$ cat src/rtl/sram_master_pkg.sv
// Shared encodings for the SRAM initiator: access sizes, response error codes and FSM states.
package sram_master_pkg;

  localparam logic [1:0] SZ_BYTE = 2'd0;
  localparam logic [1:0] SZ_HALF = 2'd1;
  localparam logic [1:0] SZ_WORD = 2'd2;

  localparam logic [1:0] ERR_NONE    = 2'd0;
  localparam logic [1:0] ERR_ALIGN   = 2'd1;
  localparam logic [1:0] ERR_TIMEOUT = 2'd2;

  typedef enum logic [1:0] {
    ST_IDLE   = 2'd0,
    ST_ACCESS = 2'd1,
    ST_ERR    = 2'd2
  } state_e;

  // Request attributes kept for the duration of one access.
  typedef struct packed {
    logic       we;
    logic [1:0] size;
    logic       is_unsigned;
    logic [1:0] offset;
  } req_attr_t;

  function automatic logic is_misaligned(input logic [1:0] size, input logic [1:0] offset);
    case (size)
      SZ_BYTE: return 1'b0;
      SZ_HALF: return offset[0];
      SZ_WORD: return offset != 2'b00;
      default: return 1'b1;
    endcase
  endfunction

endpackage

$ cat src/rtl/mem_lane_align.sv
// Byte-lane steering: store replication + lane enables, load lane extraction + extension.
module mem_lane_align
  import sram_master_pkg::*;
(
  input  logic [1:0]  size,
  input  logic [1:0]  offset,
  input  logic        is_unsigned,
  input  logic [31:0] wdata,
  input  logic [31:0] rword,
  output logic [3:0]  be_c,
  output logic [31:0] wdata_c,
  output logic [31:0] rdata_c
);

  logic [4:0]  shamt;
  logic [31:0] shifted;

  assign shamt   = {offset, 3'b000};
  assign shifted = rword >> shamt;

  always_comb begin
    be_c    = 4'b1111;
    wdata_c = wdata;
    rdata_c = rword;
    case (size)
      SZ_BYTE: begin
        be_c    = 4'b0001 << offset;
        wdata_c = {4{wdata[7:0]}};
        rdata_c = is_unsigned ? {24'h0, shifted[7:0]} : {{24{shifted[7]}}, shifted[7:0]};
      end
      SZ_HALF: begin
        be_c    = 4'b0011 << offset;
        wdata_c = {2{wdata[15:0]}};
        rdata_c = is_unsigned ? {16'h0, shifted[15:0]} : {{16{shifted[15]}}, shifted[15:0]};
      end
      default: ;
    endcase
  end

endmodule

$ cat src/rtl/sram_master.sv
// Single-request SRAM initiator: sizes core byte accesses onto the word SRAM,
// drives the sel/we/ack handshake and reports alignment and no-ack errors.
module sram_master
  import sram_master_pkg::*;
#(
  parameter int unsigned ADDR_WIDTH     = 32,
  parameter int unsigned DATA_WIDTH     = 32,
  parameter int unsigned TIMEOUT_CYCLES = 16
) (
  input  logic                  clk,
  input  logic                  rst,
  input  logic                  req_valid,
  output logic                  req_ready,
  input  logic                  req_we,
  input  logic [1:0]            req_size,
  input  logic                  req_unsigned,
  input  logic [ADDR_WIDTH-1:0] req_addr,
  input  logic [DATA_WIDTH-1:0] req_wdata,
  output logic                  rsp_valid,
  output logic [DATA_WIDTH-1:0] rsp_rdata,
  output logic [1:0]            rsp_err,
  output logic                  sel,
  output logic                  we,
  output logic [3:0]            byte_en,
  output logic [ADDR_WIDTH-1:0] addr,
  output logic [DATA_WIDTH-1:0] din,
  input  logic [DATA_WIDTH-1:0] dout,
  input  logic                  ack
);

  localparam int unsigned CNT_W = $clog2(TIMEOUT_CYCLES);

  state_e          state, state_nxt;
  req_attr_t       attr_q;
  logic [CNT_W-1:0] cnt_q;

  logic accept, bad_req, ack_hit, timeout_hit;
  logic [1:0]  lane_size, lane_off;
  logic        lane_uns;
  logic [3:0]  be_c;
  logic [31:0] wdata_c, rdata_c;

  logic                  req_ready_n, sel_n, we_n, rsp_valid_n;
  logic [3:0]            byte_en_n;
  logic [1:0]            rsp_err_n;
  logic [ADDR_WIDTH-1:0] addr_n;
  logic [DATA_WIDTH-1:0] din_n, rsp_rdata_n;

  assign accept      = (state == ST_IDLE) && req_valid;
  assign bad_req     = is_misaligned(req_size, req_addr[1:0]);
  assign ack_hit     = (state == ST_ACCESS) && ack;
  assign timeout_hit = (state == ST_ACCESS) && (cnt_q == CNT_W'(TIMEOUT_CYCLES - 1));

  // The aligner sees the incoming request at accept time and the held request afterwards.
  assign lane_size = (state == ST_IDLE) ? req_size          : attr_q.size;
  assign lane_off  = (state == ST_IDLE) ? req_addr[1:0]     : attr_q.offset;
  assign lane_uns  = (state == ST_IDLE) ? req_unsigned      : attr_q.is_unsigned;

  mem_lane_align u_align (
    .size        (lane_size),
    .offset      (lane_off),
    .is_unsigned (lane_uns),
    .wdata       (req_wdata),
    .rword       (dout),
    .be_c        (be_c),
    .wdata_c     (wdata_c),
    .rdata_c     (rdata_c)
  );

  always_ff @(posedge clk) begin
    if (rst) state <= ST_IDLE;
    else     state <= state_nxt;
  end

  always_comb begin
    state_nxt = state;
    case (state)
      ST_IDLE:   if (accept) state_nxt = bad_req ? ST_ERR : ST_ACCESS;
      ST_ACCESS: if (ack_hit || timeout_hit) state_nxt = ST_IDLE;
      ST_ERR:    state_nxt = ST_IDLE;
      default:   state_nxt = ST_IDLE;
    endcase
  end

  always_comb begin
    req_ready_n = (state_nxt == ST_IDLE);
    sel_n       = 1'b0;
    we_n        = 1'b0;
    byte_en_n   = byte_en;
    addr_n      = addr;
    din_n       = din;
    rsp_valid_n = 1'b0;
    rsp_rdata_n = '0;
    rsp_err_n   = ERR_NONE;
    case (state)
      ST_IDLE: begin
        if (accept && !bad_req) begin
          sel_n     = 1'b1;
          we_n      = req_we;
          byte_en_n = req_we ? be_c : 4'b1111;
          addr_n    = {2'b00, req_addr[ADDR_WIDTH-1:2]};
          din_n     = wdata_c;
        end
      end
      ST_ACCESS: begin
        if (ack_hit) begin
          rsp_valid_n = 1'b1;
          rsp_rdata_n = attr_q.we ? '0 : rdata_c;
        end else if (timeout_hit) begin
          rsp_valid_n = 1'b1;
          rsp_err_n   = ERR_TIMEOUT;
        end else begin
          sel_n = 1'b1;
          we_n  = attr_q.we;
        end
      end
      ST_ERR: begin
        rsp_valid_n = 1'b1;
        rsp_err_n   = ERR_ALIGN;
      end
      default: ;
    endcase
  end

  always_ff @(posedge clk) begin
    if (rst) begin
      req_ready <= 1'b1;
      sel       <= 1'b0;
      we        <= 1'b0;
      byte_en   <= '0;
      addr      <= '0;
      din       <= '0;
      rsp_valid <= 1'b0;
      rsp_rdata <= '0;
      rsp_err   <= ERR_NONE;
    end else begin
      req_ready <= req_ready_n;
      sel       <= sel_n;
      we        <= we_n;
      byte_en   <= byte_en_n;
      addr      <= addr_n;
      din       <= din_n;
      rsp_valid <= rsp_valid_n;
      rsp_rdata <= rsp_rdata_n;
      rsp_err   <= rsp_err_n;
    end
  end

  // Held request attributes and the sel-high cycle counter for the no-ack timeout.
  always_ff @(posedge clk) begin
    if (rst) begin
      attr_q <= '0;
      cnt_q  <= '0;
    end else begin
      if (accept) attr_q <= '{we: req_we, size: req_size, is_unsigned: req_unsigned, offset: req_addr[1:0]};
      cnt_q <= (state == ST_ACCESS) ? cnt_q + CNT_W'(1) : '0;
    end
  end

endmodule

$ cat config.mk
export PLATFORM = sky130hd
export DESIGN_NAME = sram_master
export DESIGN_NICKNAME = d
export VERILOG_FILES = /design/src/rtl/sram_master_pkg.sv /design/src/rtl/mem_lane_align.sv /design/src/rtl/sram_master.sv
export SDC_FILE = /design/constraint.sdc
export NUM_CORES = 1
export LEC_CHECK = 0
export BUFFER_PORTS_ARGS = -buffer_cell sky130_fd_sc_hd__buf_2
export CORE_ASPECT_RATIO = 1.4
export CORE_UTILIZATION = 40
export CTS_BUF_LIST = sky130_fd_sc_hd__clkbuf_16
export DETAILED_ROUTE_END_ITERATION = 8
export PLACE_DENSITY = 0.71
export SLEW_MARGIN = 20
export SYNTH_ARGS = -nofsm -noshare
export SYNTH_HDL_FRONTEND = slang
export SYNTH_HIERARCHICAL = 1
export SYNTH_SLANG_ARGS = --single-unit
$ cat constraint.sdc
create_clock -name clk -period 2.2 [get_ports clk]
set_input_delay 0.44 -clock clk [delete_from_list [all_inputs] [get_ports clk]]
set_output_delay 0.44 -clock clk [all_outputs]
set_load 0.005 [all_outputs]
==> results of run 1 <==
state kept, by name (all words and copies together), names as in the netlist:
signal	cells
din	32
rsp_rdata	32
addr	30
attr_q	6
byte_en	4
cnt_q	4
rsp_err	2
state	2
req_ready	1
rsp_valid	1
sel	1
we	1
repair_timing:
item | 4_1_cts | 5_1_grt
setup buffers | 0 | 1
gates resized for setup | 0 | 4
setup endpoints to repair | 1 | 26
pin swaps | 1 | 1
cloned | 0 | 0
cell families after synthesis:
family | Yosys count
AND/OR/NAND/NOR | 264
AO/OA/AOI/OAI | 131
flip-flops | 116
buffers and inverters | 69
multiplexers | 48
adder cells (fa/ha/maj) | 4
XOR/XNOR | 2
other | 1
cells in the final DEF, fill, tap and decap left out, drive strengths merged, types with 2 or more instances in the layout:
cell type	synthesis	final
dfxtp	116	116
nor2	18	18
o21ai	19	19
clkinvlp	0	5
nor2b	2	2
o221ai	8	8
o21bai	3	3
mux2i	18	18
buf	39	229
conb	1	2
nand3b	2	2
mux2	29	29
ha	4	4
nand3	8	8
nand2b	14	14
bufinv	0	4
clkinv	0	6
inv	11	11
a22oi	7	7
or2	2	2
and3	10	10
a21o	2	2
nor3b	5	5
nand2	164	164
a21oi	72	72
and2	32	32
nor3	5	5
clkbuf	19	17
o31ai	16	16
through the flow:
stage          utilization [%]  power [mW]  setup slack, ps  hold slack, ps
5_1_grt                  55.06       6.626            6.098           255.8
3_5_place_dp             49.98       3.494            8.902           442.0
4_1_cts                  54.75       6.375            21.33           246.4
2_1_floorplan                -       3.083            5.026           417.5
6_report                 55.06       6.336            57.29           268.7
3_3_place_gp             49.98       3.479            55.79           428.7
where the power goes:
| group | leakage (nW) | internal (mW) | total, mW | switching [mW] |
|---|---|---|---|---|
| Combinational | 2.03 | 0.564 | 1.22 | 0.656 |
| Clock | 0.286 | 1.88 | 2.85 | 0.974 |
| Sequential | 0.944 | 2.21 | 2.26 | 0.0496 |
metal layers:
layer  part of all wire [%]  up-vias  track usage [%]
met1                     40     2306            22.63
met3                    6.3       25            5.847
met5                      0        -                0
met2                     52      188            37.76
met4                    2.6        0            10.13
li1                       -     2495                -
worst max-delay path by stage:
stage / startpoint / end / slack (ps) / cells after the start
6_report: state[1] / rsp_rdata[16] / 60 / 7
5_1_grt: state[1] / rsp_rdata[24] / 6 / 8
4_1_cts: state[1] / rsp_rdata[16] / 20 / 7
3_5_place_dp: state[1] / rsp_rdata[16] / 9 / 7
3_3_place_gp: state[1] / rsp_rdata[17] / 60 / 7
2_1_floorplan: state[1] / rsp_rdata[30] / 5 / 10
layout make-up:
class / instances / area share, %
inverter: 11 / 0.5824
sequential: 116 / 32.79
clock buffer: 17 / 6.001
multi-input combinational: 451 / 37.20
timing repair buffer: 229 / 18.06
tap: 153 / 2.700
clock inverter: 15 / 2.665
cell usage after synthesis (3+ instances only):
library cell  number  area [µm²]
nand2b_1          14       87.58
o21ai_0           19       95.09
inv_1             11       41.29
o221ai_1           7       61.31
o31ai_1           16       120.1
nor3_1             5       25.02
and3_1            10       62.56
mux2i_1           18       180.2
nand3_1            8       40.04
buf_1              3       11.26
a22oi_1            7       52.55
ha_1               4       50.05
mux2_2            29       326.6
and2_1            32       200.2
o21bai_1           3       22.52
buf_2             19       95.09
dfxtp_1          116        2322
nor2_1            16       60.06
buf_4             13       97.59
a21oi_1           71       355.3
buf_6              4       45.04
clkbuf_1          19       71.32
nor3b_1            5       37.54
nand2_1          164       615.6
worst max-delay path, cell delays in order (launching register included):
cell and delay (ps):
dfxtp_2 330, inv_2 80, ha_4 210, mux2_4 380, mux2i_1 250, o211a_1 510
o31ai_1 110, and2_1 150
==> results, run 1 <==
- Detailed placement ended at an HPWL of 10.54 mm.
- The clock-pin slew of the registers on the worst-case setup and hold paths is approximately 60 ps.
- Max-cap violations in this run came to 0.
- The critical path is of the register to register type.
- Multiplexer cells account for about a tenth of the synthesized area.
- Summing the areas of all compound-gate instances in the mapped netlist gives 14.93% of the synthesized area.
- The highest clock frequency the design can meet is approximately 470 MHz.
- Row generation in the floorplan step produced between 40 and 50 rows.
- The layout filler cell count is 1253.
- For this run, the number of standard cells in the final layout without fillers is 992.
- TritonCTS built the clock tree.
- The run finished with clean final reports.
- Counting flops with a built-in enable in the synthesized netlist gives 0.
- STA classifies the critical path startpoint as a register.
- The pre-antenna-repair detailed-routing pass consisted of 5 iterations.
- The startpoint of the most critical register-to-register path is state[1].
- The number of pins with negative max-slew slack in the final report is 0.
- Across all register-to-register paths, the minimum setup slack is around 57 ps.
- With fillers left out, the area of the finished cells amounts to ~0.0071 mm².
- The worst-case headroom to the max-slew limit is between 60 and 70%.
- After detailed routing, the average wire length per cell comes to between 10 and 15 µm.
- Dividing total power by cell area gives a power density of about 890 mW/mm².
- Counting every instance in the synthesized netlist gives 635.
- The post-synthesis share of cell area spent on xor and xnor gates is less than 1%.
- For this run, the leading register cell type out of synthesis is dfxtp_1.
- The later pin in the worst-skew pair is clocked with a latency of ~400 ps.
- The number of antenna violations at the first check in global routing was 0.
- After routing, the total negative slack on setup checks comes to 0 ps.
- The overall die width is between 90 and 100 µm.
- The share of flip-flops with an asynchronous set or reset is 0%.
- The total global-route track usage is a little over a fifth.
- The vertical die dimension is approximately 140 µm.
- For this design the static power due to leakage is about 3.3 nW.
- In this run the remaining antenna-violating nets after routing total 0.
- Registers take between 0.002 and 0.0025 mm².
- The type of the worst min-delay path is input port to register.
- The count of port buffers added during placement is between 200 and 250.
- The cell area after placement is between 0.006 and 0.007 mm².
- Setup repair after global routing left no endpoint under its margin.
- The footprint of the multi-input gates is between 0.002 and 0.003 mm².
- The post-synthesis sequential element count is 116.
- For the pin with the worst max-slew slack, the measured transition is around 520 ps.
- The worst register-to-register path has a depth of 7.
- The number of global-route vias before repair is 4667.
- The total area inside the core boundary comes to around 0.013 mm².
- Along the worst path, the maximum fanout reaches 16.
- The number of nets in the layout is between 900 and 1000.
- Entering global routing, the biggest net connects between 40 and 50 pins.
- VDD sags by at most roughly 0.58 mV.
- The hold-fix buffer count after cts is 0.
- The dominant combinational cell family by area after synthesis is simple AND/OR/NAND/NOR gates.
- The end of the worst register-to-register path is rsp_rdata[16].
- For hold timing, the worst endpoint is addr[19].
- For this block, the via count after detailed routing is approximately 5000.
- Dividing the synthesized area by the synthesized cell count gives 8.313 µm².
- The number of cells in the design after placement is roughly 960.
- The number of clock sinks is 116.
- The synthesis-to-finish area growth is 34.30%.
- After the first detailed-routing iteration, the DRC count stood at 201.
- Sequential cells were found to cover approximately 44% of the synthesized design area.
- Setup violations remaining at the end of the flow were counted as 0.
- The post-detailed-routing wire length is between 10 and 15 mm.
- For this run the aggregate overflow at the end of global routing stands at 0.
- Summing the areas of all fa, ha and maj instances in the mapped netlist gives less than 1% of the synthesized area.
- The worst endpoint required time is around 2500 ps.
- For this run, design rule violations remaining after detail routing come to 0.
- The I/O pin count is between 200 and 250.
- CTS placed an instance of clkbuf_16 at the clock tree root.
- No sink is reached through more buffers than the 2 on the longest clock path.
- STA puts the critical path data arrival time at 2430 ps.
- The distinct cell type count of the synthesized netlist is 42.
- The post-route clock skew is between 8 and 9 ps.
- The worst hold path was traced through 3 stages.
- The routed design could run at a clock period as short as 2143 ps.
- The number of buffers created by CTS is 17.
- The CTS H-tree depth is 4.
- The die covers 0.01367 mm².
- The global-route wire length before repair is approximately 22 mm.
- The post-route netlist has between 30 and 40% of its cells at a drive strength greater than 1.
- The endpoint type of the worst setup path is a register.
- Summing the areas of all and, or, nand and nor instances in the mapped netlist gives roughly 23% of the synthesized area.
- Of the available clock period, the critical path in the final layout requires a little over nine tenths.
- For this configuration, the core starts out at a cell density of roughly two fifths.
- The worst min-delay path startpoint is req_addr[21].
- The number of warnings reported in the yosys synthesis log is 6.
- The congestion estimate from routability-driven global placement came to slightly below 0.8.
- The cell area that synthesis handed to floorplanning was ~0.0053 mm².
- In the routed layout, each cell is associated on average with a via count of just over 5.
- The number of failing hold endpoints at the final stage is 0.
- The count of antenna diodes in the layout is 0.
(Power assumes the default switching activity.)
==> run 2, diff against run 1 <==
--- a/config.mk
+++ b/config.mk
@@ -7,6 +7,7 @@
 export LEC_CHECK = 0
 export BUFFER_PORTS_ARGS = -buffer_cell sky130_fd_sc_hd__buf_2
 export CORE_ASPECT_RATIO = 1.4
+export CORE_MARGIN = 3
 export CORE_UTILIZATION = 40
 export CTS_BUF_LIST = sky130_fd_sc_hd__clkbuf_16
 export DETAILED_ROUTE_END_ITERATION = 8
==> run 2 against run 1 <==
Compared with the run above: via count increased by 0.44%; clock skew about the same; non-clock buffer count increased by 2; die area increased by 7.1%; cell area decreased by 0.64%; hold slack got worse by 0.74 ps; sequential cell count unchanged; critical path depth increased by 2; global-route usage decreased by 0.66 points; worst setup slack improved by 31 ps; critical endpoint is now rsp_rdata[6]; largest cell class unchanged.
==> results, run 2 (synthesis gave the netlist of run 1 again) <==
- The I/O pin count is 210.
- The floorplan step defined a core boundary enclosing about 0.013 mm².
- The number of antenna violations at the first check in global routing is 0.
- The library cells used most frequently in the layout, excluding fill and tap cells, are buf_2 (207), nand2_1 (164), dfxtp_1 (114).
- The number of failing hold endpoints at the final stage is 0.
- The clock reaches the later pin of the worst-skew pair after around 400 ps.
- The root buffer cell chosen for the clock tree is clkbuf_16.
- The aggregate negative setup slack is 0 ps.
- The die is approximately 140 µm tall.
- In the final routed layout, each cell accounts on average for 15.18 µm.
- The DRC violation count after routing is 0.
- The count of antenna diodes in the layout is 0.
- The mean number of vias per cell is 5.066.
- The number of nets in the layout is around 940.
- The max capacitance violation total is 0.
- The number of global-route vias before repair is about 4800.
- Global routing used 20.29% of the available tracks across all layers.
- Once detailed placement completed, the half-perimeter wirelength came to around 11 mm.
- The synthesis-to-finish area growth is 33.44%.
- Clock-pin slew was measured on the worst setup and hold paths at 60 ps.
- Between clock sinks in the finished design, the worst skew comes to between 8 and 9 ps.
- The type of the setup path with the least slack is register to register.
- The H-tree was split into 4 levels.
- The final critical-path share of the clock period is 96.01%.
- The effective utilization at floorplan is around two fifths.
- Setup repair after global routing left no endpoint under its margin.
- The critical path starts at state[1].
- The min-delay analysis places its worst path in the category input port to register.
- The count of port buffers added during placement is between 200 and 250.
- Along the worst path, the maximum fanout reaches 18.
- Setup violations remaining at the end of the flow were counted as 0.
- The number of buffers created by CTS is 17.
- The number of placement rows is slightly below 50.
- After detailed placement, the design holds a cell count of between 900 and 1000.
- The total overflow left after global routing is 0.
- The worst min-delay path startpoint is req_addr[2].
- The leakage dissipation is 3.261 nW.
- Data on the critical path is required at its endpoint by around 2500 ps.
- The via count of the routed design is 5036.
- The largest registers in the layout are din (32), rsp_rdata (32), addr (30).
- The number of clock sinks is 116.
- Fill cells in the final layout number 1221.
- TritonCTS built the clock tree.
- For this block, the initial DRC count from the detailed router was around 220.
- The arrival time at the worst endpoint is 2460 ps.
- The worst ir drop on vdd is about 0.47 mV.
- The overall die width is 103.1 µm.
- The number of pins with negative max-slew slack in the final report is 0.
- The worst path needs between 2000 and 2500 ps of the cycle, external delays included.
- Dividing total power by cell area gives a power density of 874.6 mW/mm².
- The floorplan step defined a die boundary enclosing between 0.01 and 0.015 mm².
- The final estimated routing congestion in global placement is between 0.8 and 0.9.
- In this run the critical register-to-register path is launched from state[1].
- The final standard cell count with taps included and fillers excluded is slightly below 1000.
- The most common library cell in the layout ignoring fill and taps is buf_2.
- The post-route netlist has 36.15% of its cells at a drive strength greater than 1.
- The total power consumption of the routed design is 6.161 mW.
- The nature of the critical path startpoint is a register.
- The highest clock frequency the design can meet is roughly 470 MHz.
- The pin count of the biggest net entering global routing is 48.
- The flow ran to the end, and the final reports show no timing, DRC or antenna violations.
- The endpoint type of the worst setup path is a register.
- The first global-routing pass estimated ~23 mm of wire.
- The final layout contains routed wiring with a total length of 15.09 mm.
- The post-detailed-route count of antenna-violating nets is 0.
- The hold-fix buffer count after cts is 0.
- The number of detailed-routing iterations run before antenna repair is 5.
- The maximum buffer depth of the clock tree is 2.
run 2: cell count changes in the layout (fill, tap and decap cells not counted), sizes merged:
| cell | previous run | this run |
|---|---|---|
| buf | 229 | 230 |
| clkbuf | 17 | 18 |
| inv | 11 | 13 |
| clkinvlp | 5 | 2 |
| clkinv | 6 | 8 |
| bufinv | 4 | 3 |
run 2: power breakdown:
part           leakage [nW]  switching [mW]  total (mW)  internal [mW]
clock                 0.285           0.928        2.67           1.74
combinational          2.03           0.662        1.22          0.561
sequential            0.944          0.0514        2.27           2.22
run 2: per-stage QoR:
step	utilization, %	setup WS, ps	hold WS (ps)	area [µm²]
2_1_floorplan	-	5.026	417.5	5311
3_3_place_gp	49.79	50.34	432.7	6410
3_5_place_dp	49.79	9.396	440.0	6410
4_1_cts	54.26	13.05	249.3	6985
5_1_grt	54.71	19.79	265.8	7044
6_report	54.71	87.88	268.0	7044
run 2: layout make-up:
class                   count  area (µm²)  share of cell area (%)
multi-input cells         451        2646                   37.57
flip-flops and latches    116        2325                   33.00
repair buffers            231        1267                   17.99
clock buffers              17       425.4                   6.039
well taps                 153       191.4                   2.718
clock inverters            15       147.6                   2.096
inverters                  11       41.29                  0.5861
run 2: what timing repair did:
item	4_1_cts	5_1_grt
hold endpoints to repair	0	0
endpoints found under the setup margin	1	27
pin swaps	0	1
buffers inserted	0	3
gates resized for setup	1	5
run 2: routing by layer:
layer	GRT usage, %	vias up	part of all wire [%]
met5	0	-	0
met2	33.89	203	51
met1	23.02	2305	38
met3	6.149	30	7.6
li1	-	2498	-
met4	10.30	0	3.0
run 2: final timing paths:
kind	end	slack [ps]	cells after the start
worst max-delay path	rsp_rdata[6]	90	9
worst max register to register	rsp_rdata[6]	90	9
worst min register to register	addr[17]	450	2
worst min-delay path	addr[0]	270	3
run 2: worst max-delay path, cell delays in order, from the launching register on:
cell      delay (ps)
dfxtp_2          330
inv_2             90
ha_4             190
mux2_4           330
buf_4            220
o21bai_1         390
buf_4            220
nand2_1           80
o21ai_0           80
and2_1           130
==> run 3, diff against run 2 <==
--- a/config.mk
+++ b/config.mk
@@ -8,10 +8,10 @@
 export BUFFER_PORTS_ARGS = -buffer_cell sky130_fd_sc_hd__buf_2
 export CORE_ASPECT_RATIO = 1.4
 export CORE_MARGIN = 3
-export CORE_UTILIZATION = 40
+export CORE_UTILIZATION = 44
 export CTS_BUF_LIST = sky130_fd_sc_hd__clkbuf_16
 export DETAILED_ROUTE_END_ITERATION = 8
-export PLACE_DENSITY = 0.71
+export PLACE_DENSITY_LB_ADDON = 0.08
 export SLEW_MARGIN = 20
 export SYNTH_ARGS = -nofsm -noshare
 export SYNTH_HDL_FRONTEND = slang
==> run 3 against run 2 <==
Compared with the run above: first-iteration DRC count rose by 0.92%; cell area rose by 0.12%; sequential share of layout area barely moved; sequential power barely moved; count of clock-buffer cells in the layout did not move; critical endpoint is now rsp_rdata[11].
==> results, run 3 (synthesis gave the netlist of run 1 again) <==
- Hold is met by between 200 and 300 ps.
- The critical path starts at state[1].
- The tree built by TritonCTS fans out to approximately 120 sinks.
- The floorplan step set the die height to about 140 µm.
- The maximum buffer depth of the clock tree is 2.
- The critical path's largest stage delay is roughly 450 ps.
- Setup repair after global routing left no endpoint under its margin.
- On the final layout, the worst clock skew is ~8.3 ps.
- The endpoint of the most critical setup path is rsp_rdata[11].
- Adding up every negative setup slack in the final design gives 0 ps.
- The worst-case IR drop observed on VDD is 0.5246 mV.
- In the final layout, the share of cells above drive strength 1 is between 30% and 40%.
- The number of buffers created by CTS is 17.
- The number of pins with negative max-slew slack in the final report is 0.
- The type of the setup path with the least slack is register to register.
- The number of antenna violations at the first check in global routing is 0.
- The end of the worst register-to-register path is rsp_rdata[11].
- The routed design uses approximately 970 µm of met3 wire.
- The hold-fix buffer count after cts is 0.
- At the pin with the least slew margin, the transition time is 537.0 ps.
- The number of failing hold endpoints at the final stage was 0.
- STA classifies the critical path startpoint as a register.
- On the critical path, the stage with the largest delay is an instance of mux2_2.
- The number of nets in the layout is between 900 and 1000.
- In the routed design, unresolved DRC markers number 0.
- The tool flagged a number of max-cap violations equal to 0.
- The total setup violations reported at the end of the flow is 0.
- STA classifies the critical path endpoint as a register.
- The final critical-path required period is around 2100 ps.
- The leakage dissipation is around 3.3 nW.
- The largest registers in the layout are din (32), rsp_rdata (32), addr (30).
- Headroom to the max-slew limit came out at around 64%.
- In this run the top signal layer used is met4.
- The most common library cell in the layout ignoring fill and taps is buf_2.
- In the final routed layout, each cell accounts on average for approximately 15 µm.
- The arrival time at the worst endpoint is approximately 2500 ps.
- The sum of met2 wire segment lengths after detailed routing is between 7 and 8 mm.
- The number of detailed-routing iterations run before antenna repair is 7.
- The count of antenna diodes in the layout is 0.
- The clock root buffer master is clkbuf_16.
- The TritonCTS clock tree is yes.
- For the worst-skew pair, the clock arrives at the later sink with an insertion delay of 400 ps.
- For this block, the routed nets add up to 14.74 mm of wire.
- Of all nets on the critical path, the largest fanout is 11.
- The startpoint identified for the worst register-to-register timing path is state[1].
- The reg-to-reg setup timing slack is between 80 and 90 ps.
- The clock-pin slew of the registers on the worst-case setup and hold paths is around 50 ps.
- The tightest min-delay check is of the input port to register type.
- The number of global-route vias before repair is between 4000 and 5000.
- The routed length on met1 is between 5 and 6 mm.
- The congestion estimate from routability-driven global placement came to ~0.81.
- The H-tree was split into 4 levels.
- The critical path goes through inv_2 -> ha_4 -> mux2_2 -> or2_2 -> o221ai_2 -> and3_1 -> and2_1.
- 210 I/O pins were placed.
- The count of nets left with antenna violations once routing finished came out at 0.
- The core box area is about 0.012 mm².
- The mean number of vias per cell is slightly above 5.
- Power spread over the standard cell area amounts to between 900 and 1000 mW/mm².
- The count of buffers added on input and output ports is 207.
- The final critical path takes up 96.28% of the cycle.
- The via count of the routed design is approximately 5000.
- The library cells used most frequently in the layout, excluding fill and tap cells, are buf_2 (207), nand2_1 (164), dfxtp_1 (114).
- The count of cells along the worst register-to-register path is 7.
- The area growth from synthesis to layout is 33.61%.
- For this configuration, the core starts out at a cell density of 45.86%.
- The post-DP HPWL is roughly 11 mm.
- The total power consumption of the routed design is 6.349 mW.
- Row generation in the floorplan step produced 46 rows.
- The count of routing violations after the opening detailed-route iteration is 219.
- Global routing used 21.52% of the available tracks.
- The pin count of the biggest net entering global routing is 52.
- The worst endpoint required time is 2550 ps.
- At the end of the flow the core is filled with cells to about three fifths.
- The first global-routing pass estimated approximately 23 mm of wire.
- The die is between 90 and 100 µm wide.
- The total overflow reported by the global router is 0.
- The die covers around 0.013 mm².
- Derived from the worst setup path, the maximum achievable clock frequency is ~470 MHz.
- The run finished with clean final reports.
run 3: area by class of cell:
type | instances | area [µm²]
clock buffer | 17 | 425.4
clock inverter | 14 | 193.9
fill | 1065 | 4458
inverter | 11 | 41.29
multi-input combinational | 451 | 2631
sequential | 116 | 2325
tap | 144 | 180.2
timing repair buffer | 228 | 1256
run 3: per-stage QoR:
step           worst slack, ps  std cells  area [µm²]
3_5_place_dp            -2.420        949        6404
5_1_grt                  5.676        981        7053
6_report                 81.92        981        7053
3_3_place_gp             87.90        949        6404
4_1_cts                  31.00        980        7023
2_1_floorplan            5.026        636        5311
run 3: how the worst min path moves through the flow:
| stage | cells after the start | from | end |
|---|---|---|---|
| after floorplan | 1 | cnt_q[0] | cnt_q[0] |
| after global placement | 1 | cnt_q[0] | cnt_q[0] |
| after detailed placement | 1 | cnt_q[0] | cnt_q[0] |
| after CTS | 3 | req_addr[15] | addr[13] |
| after global routing | 3 | req_addr[27] | addr[25] |
| final | 3 | req_addr[28] | addr[26] |
run 3: layer usage:
metal	vias up	GRT usage, %
met5	-	0
met4	0	9.947
met3	26	5.925
met2	185	38.41
met1	2255	23.51
li1	2496	-
run 3: worst max-delay path, delay by kind of cell, from the launching register on:
| family | cells | cell delay [ps] |
|---|---|---|
| flip-flops | 1 | 330 |
| adder cells (fa/ha/maj) | 1 | 220 |
| AND/OR/NAND/NOR | 3 | 660 |
| buffers and inverters | 1 | 90 |
| multiplexers | 1 | 450 |
| AO/OA/AOI/OAI | 1 | 320 |
run 3: where the power goes:
group	total (mW)	leakage [nW]	internal, mW	switching (mW)
Combinational	1.19	2.02	0.550	0.638
Sequential	2.27	0.944	2.21	0.0503
Clock	2.90	0.304	1.98	0.920
run 3: repair_timing:
action / in CTS / in global routing
buffers inserted: 0 / 1
setup endpoints to repair: 7 / 24
resized for setup: 1 / 2
pin swaps: 0 / 1
gates cloned: 0 / 0
